**src/rtl/track_pkg.sv**
```systemverilog
// Shared types and defaults for the tracking controller.
package track_pkg;

    localparam int SCORE_W = 16;
    localparam logic [SCORE_W-1:0] SCORE_THRESH_DEF = 16'd4096;
    localparam int LOST_FRAMES_DEF = 4;
    localparam int BAD_W = 4;

    typedef enum logic [2:0] {
        ST_IDLE    = 3'd0,
        ST_ARM     = 3'd1,
        ST_CAPTURE = 3'd2,
        ST_TRACK   = 3'd3,
        ST_LOST    = 3'd4
    } track_state_t;

endpackage

```
**src/rtl/track_ctrl_frame_judge.sv**
```systemverilog
// Per-frame match judgement: good latch, bad-frame run length and good-frame count.
module frame_judge
    import track_pkg::*;
#(
    parameter int SCORE_W = track_pkg::SCORE_W,
    parameter logic [SCORE_W-1:0] SCORE_THRESH = track_pkg::SCORE_THRESH_DEF,
    parameter int LOST_FRAMES = track_pkg::LOST_FRAMES_DEF,
    parameter int CNT_W = 16
) (
    input  logic               clk,
    input  logic               rst_n,
    input  logic               clear,
    input  logic               eval,
    input  logic               max_ready,
    input  logic [SCORE_W-1:0] max_score,
    output logic               frame_good,
    output logic               frame_bad,
    output logic               lost_hit,
    output logic [CNT_W-1:0]   frames_tracked
);

    logic             good_q;
    logic [BAD_W-1:0] bad_cnt;
    logic             score_ok;
    logic             frame_ok;

    assign score_ok = (max_score >= SCORE_THRESH);
    // A result arriving with frame_start still belongs to the frame that is ending.
    assign frame_ok   = max_ready ? score_ok : good_q;
    assign frame_good = eval & frame_ok;
    assign frame_bad  = eval & ~frame_ok;
    assign lost_hit   = frame_bad && (bad_cnt == BAD_W'(LOST_FRAMES - 1));

    always_ff @(posedge clk or negedge rst_n) begin
        if (!rst_n) begin
            good_q         <= 1'b0;
            bad_cnt        <= '0;
            frames_tracked <= '0;
        end else if (clear) begin
            good_q         <= 1'b0;
            bad_cnt        <= '0;
            frames_tracked <= '0;
        end else begin
            if (eval)
                good_q <= 1'b0;
            else if (max_ready)
                good_q <= score_ok;

            if (frame_good) begin
                bad_cnt <= '0;
                if (frames_tracked != '1)
                    frames_tracked <= frames_tracked + 1'b1;
            end else if (frame_bad && (bad_cnt < BAD_W'(LOST_FRAMES))) begin
                bad_cnt <= bad_cnt + 1'b1;
            end
        end
    end

endmodule

```
**src/rtl/track_ctrl.sv**
```systemverilog
// Box/tracking sequencer: manual positioning, template capture, per-frame search.
// TRACK_REACQUIRE_EN: LOST keeps searching and a good frame returns to TRACK.
//
// state   | meaning
// IDLE    | manual box positioning
// ARM     | capture requested, waiting for top of frame
// CAPTURE | writing template store for one frame
// TRACK   | box follows match result, one search per frame
// LOST    | too many consecutive bad frames
module track_ctrl
    import track_pkg::*;
#(
    parameter int SCORE_W = track_pkg::SCORE_W,
    parameter logic [SCORE_W-1:0] SCORE_THRESH = track_pkg::SCORE_THRESH_DEF,
    parameter int LOST_FRAMES = track_pkg::LOST_FRAMES_DEF,
    parameter int CNT_W = 16
) (
    input  logic               clk,
    input  logic               rst_n,
    input  logic               capture_req,
    input  logic               cancel,
    input  logic               frame_start,
    input  logic               template_in_box,
    input  logic               max_ready,
    input  logic [SCORE_W-1:0] max_score,
    output logic               tracking_mode,
    output logic               template_we,
    output logic               search_start,
    output logic               template_done,
    output logic               lost,
    output logic [2:0]         state_o,
    output logic [CNT_W-1:0]   frames_tracked
);

`ifdef TRACK_REACQUIRE_EN
    localparam bit REACQ = 1'b1;
`else
    localparam bit REACQ = 1'b0;
`endif

    track_state_t state, state_nxt;
    logic override, active, eval, clear, follow_nxt;
    logic frame_good, frame_bad, lost_hit;

    assign active   = (state == ST_TRACK) || (REACQ && (state == ST_LOST));
    assign override = (cancel && (state != ST_IDLE)) ||
                      (capture_req && ((state == ST_IDLE) || (state == ST_TRACK) ||
                                       (state == ST_LOST)));
    assign eval  = frame_start && active && !override;
    assign clear = frame_start && (state == ST_CAPTURE) && !override;

    frame_judge #(
        .SCORE_W      (SCORE_W),
        .SCORE_THRESH (SCORE_THRESH),
        .LOST_FRAMES  (LOST_FRAMES),
        .CNT_W        (CNT_W)
    ) u_judge (
        .clk            (clk),
        .rst_n          (rst_n),
        .clear          (clear),
        .eval           (eval),
        .max_ready      (max_ready),
        .max_score      (max_score),
        .frame_good     (frame_good),
        .frame_bad      (frame_bad),
        .lost_hit       (lost_hit),
        .frames_tracked (frames_tracked)
    );

    always_comb begin
        state_nxt = state;
        if (cancel && (state != ST_IDLE)) begin
            state_nxt = ST_IDLE;
        end else if (capture_req && ((state == ST_IDLE) || (state == ST_TRACK) ||
                                     (state == ST_LOST))) begin
            state_nxt = ST_ARM;
        end else begin
            case (state)
                ST_IDLE:    state_nxt = ST_IDLE;
                ST_ARM:     if (frame_start) state_nxt = ST_CAPTURE;
                ST_CAPTURE: if (frame_start) state_nxt = ST_TRACK;
                ST_TRACK:   if (lost_hit)    state_nxt = ST_LOST;
                ST_LOST:    if (frame_good)  state_nxt = ST_TRACK;
                default:    state_nxt = ST_IDLE;
            endcase
        end
    end

    // A search is only launched for frames in which the box will follow the matcher.
    assign follow_nxt = (state_nxt == ST_TRACK) || (REACQ && (state_nxt == ST_LOST));

    always_ff @(posedge clk or negedge rst_n) begin
        if (!rst_n) begin
            state         <= ST_IDLE;
            tracking_mode <= 1'b0;
            search_start  <= 1'b0;
            template_done <= 1'b0;
            lost          <= 1'b0;
        end else begin
            state         <= state_nxt;
            tracking_mode <= follow_nxt;
            search_start  <= frame_start && follow_nxt;
            template_done <= clear;
            lost          <= (state_nxt == ST_LOST);
        end
    end

    assign template_we = (state == ST_CAPTURE) && template_in_box;
    assign state_o     = state;

endmodule

```
**config.mk**
```make
export PLATFORM = sky130hd
export DESIGN_NAME = track_ctrl
export DESIGN_NICKNAME = d
export VERILOG_FILES = /design/src/rtl/track_pkg.sv /design/src/rtl/track_ctrl_frame_judge.sv /design/src/rtl/track_ctrl.sv
export SDC_FILE = /design/constraint.sdc
export NUM_CORES = 1
export LEC_CHECK = 0
export CORE_ASPECT_RATIO = 0.7
export CORE_MARGIN = 2
export CORE_UTILIZATION = 46
export CTS_BUF_LIST = sky130_fd_sc_hd__clkbuf_4 sky130_fd_sc_hd__clkbuf_8 sky130_fd_sc_hd__clkbuf_16
export DETAILED_ROUTE_END_ITERATION = 6
export GPL_TIMING_DRIVEN = 0
export PLACE_DENSITY = 0.82
export SLEW_MARGIN = 20
export SYNTH_ARGS = -nofsm -noshare
export SYNTH_HDL_FRONTEND = slang
export SYNTH_SLANG_ARGS = --single-unit
```
**constraint.sdc**
```tcl
create_clock -name clk -period 2.6 [get_ports clk]
set_clock_uncertainty 0.05 [all_clocks]
set_input_delay 0.39 -clock clk [delete_from_list [all_inputs] [get_ports clk]]
set_output_delay 0.39 -clock clk [all_outputs]
set_load 0.02 [all_outputs]
```
==> results <==
## flip-flops by register name, indices dropped and copies added (netlist names)
signal and flops:
template_done 1, lost 1, u_judge.good_q 1, state_o 3, u_judge.bad_cnt 4, u_judge.frames_tracked 16
tracking_mode 1, search_start 1
## power groups by stage
stage          Sequential [mW]  Clock [mW]  Combinational [mW]
5_1_grt                  0.503       0.289               0.366
6_report                 0.495       0.261               0.336
2_1_floorplan            0.533           0               0.176
4_1_cts                  0.497       0.269               0.333
3_5_place_dp             0.506           0               0.329
3_3_place_gp             0.501           0               0.317
## through the flow
step | total power [mW] | hold WS (ns) | cells | area (µm²)
after floorplan | 0.709 | 0.0444 | 155 | 1550
after global placement | 0.818 | 0.425 | 227 | 1940
after detailed placement | 0.834 | 0.384 | 227 | 1940
after CTS | 1.10 | 0.0819 | 231 | 1990
after global routing | 1.16 | 0.109 | 231 | 1990
final | 1.09 | 0.0652 | 231 | 1990
## worst paths after layout
path / end / cells after the start / startpoint / slack, ns
min in group clk: u_judge.bad_cnt[0] / 1 / u_judge.bad_cnt[0] / 0.46
worst min-delay path: u_judge.frames_tracked[3] / 1 / rst_n / 0.07
max in group asynchronous: u_judge.bad_cnt[2] / 1 / rst_n / 2.04
worst max-delay path: u_judge.frames_tracked[14] / 6 / cancel / 0.27
worst min register to register: u_judge.bad_cnt[0] / 1 / u_judge.bad_cnt[0] / 0.46
worst max register to register: u_judge.frames_tracked[14] / 5 / state_o[2] / 0.45
## routing by layer
layer,vias up,wire (µm),global-route usage
li1,659,-,-
met1,670,1700,0.275
met2,28,1780,0.345
met3,7,145,0.0462
met4,0,44,0.0576
met5,-,0,0
## critical path, stage by stage
cell and delay (ns):
clkdlybuf4s50_1 0.54, nand4bb_4 0.31, nor4_2 0.38, o211ai_2 0.24, or4_1 0.47, a21oi_1 0.16
## cells by family (layout without fill, tap and decap cells)
group	after synthesis	in the layout
simple gates	69	69
flops	28	28
compound gates	41	41
xor+xnor	3	3
buf+inv	9	47
mux	3	3
fa+ha+maj	2	2
## cells in the final DEF, fill, tap and decap left out, types with 3 or more instances in the layout
cell type / n
a21oi_1: 15
and3_1: 4
buf_2: 3
clkbuf_8: 4
clkdlybuf4s50_1: 33
dfrtp_1: 28
inv_1: 5
mux2i_1: 3
nand2_1: 15
nand3_1: 8
nand4_1: 3
nor2_1: 11
nor2b_1: 4
nor3_1: 3
nor4_2: 3
o21ai_1: 6
o31ai_1: 5
or3_1: 6
or4_1: 4
xor2_1: 3
## area by class of cell
| cell class | count | area, µm² |
|---|---|---|
| tap | 38 | 47.5 |
| fill | 266 | 1200 |
| clock buffer | 4 | 55.1 |
| buffer | 4 | 32.5 |
| sequential | 28 | 701 |
| multi-input combinational | 118 | 802 |
| inverter | 5 | 18.8 |
| timing repair buffer | 34 | 335 |
==> flow_summary.toml <==
[pwr]
power-per-cell-area_nw_per_um2 = 548
internal-power_mw = 0.747
p_leak_nw = 0.800
vdd_drop_max_uv = 287
power_frac_seq = 0.453
clockPowerShare = 0.239
p_comb_frac = 0.308
swShare = 0.316
p_switching_mw = 0.345

[cts]
cts_setup_buffers = 0
post_cts_resized = 0
cts_tree = "yes"
clk_pin_slew_worst_paths_ns = 0.09
cts_root_buf = "clkbuf_8"
holdBufCountCts = 0
cts_inserted_buffers = 3
clock-sinks = 28
cts_buffer_depth = 2
htreeDepth = 1
clock_latency_ns = 0.27

[logic_synthesis]
syn-cell-area_um2 = 1550
synthTopCellsByArea = "dfrtp_1, a21oi_1, nand2_1, nor2_1, nand3_1"
ys_warn_count = 0
synth_top_family_by_area = "simple AND/OR/NAND/NOR gates"
synth_compound_area_frac = 0.193
ys_seq_area_frac = 0.451
avgSynthCellArea_um2 = 10.0
yosysMostFrequentCell = "dfrtp_1"
synthXorXnorAreaFrac = 0.0169
synthFlopType = "dfrtp_1"
yosys.area_share.adder = 0.0161
synth_top_area_cell = "dfrtp_1"
synth_nets = 180
synth.top_cell.area_share = 0.451
async_flop_share = 1.00
ys_ff_latch = 28
synth_common_cells = "dfrtp_1, a21oi_1, nand2_1, nor2_1, nand3_1"
muxShareOfSynthArea = 0.0193
synthCells = 155
ys_types = 40
synth_enable_flop_cells = 0
synth-simple-area-share = 0.271

[drt]
postRouteAntennaNets = 0
drc = 0
vias = 1364
drt_first_pass_iters = 4
vias_per_cell = 5.90
avgRoutedWirePerCell_um = 15.9
drt_iter0_drc = 103
wirelength_um = 3680

[cells_and_area]
drive_gt1_frac = 0.119
nets = 219
area_growth_pct = 28.2
final_util = 0.624
insertedDiodeCount = 0

[timing]
hold_viol = 0
finalSetupTns_ns = 0
max_freq_mhz = 430
period_needed_ns = 2.33
rsz0062_at_grt = "false"
worstMarginPinSlew_ns = 0.607
setup_viol = 0
slew_viol_final = 0
maxSlewHeadroom = 0.595
fin_ws_ns = 0.274
period_share = 0.894

[critical_path]
startpoint_type = "input pin"
crit_type = "in -> reg"
cp_max_fo = 7
critPathCaptureType = "flip-flop"
cp.required_ns = 2.75
arrival_ns = 2.48

[placement]
io_buffers = 34
post-place-ws_ns = 0.0238
post-dp-hpwl_um = 2780
place_congestion = 0.783

[grt]
grt_max_degree = 29
antenna_found_initial = 0
gr-usage-all-layers = 0.208
first_global_vias = 1329
overflow = 0
grt_first_pass_wirelength_um = 6090

[floorplanning]
rows = 17
die_area_um2 = 3870
dieWidth_um = 73.5
fp.coreArea_um2 = 3190
ioPinCount = 47
initial_utilization = 0.487
die_y_um = 52.6

[run_status]
status = "finished, final reports clean"

[hold_path]
hp-class = "in -> async"

[flow_run]
cap_violations = 0
Power figures use the tool's default switching activity.
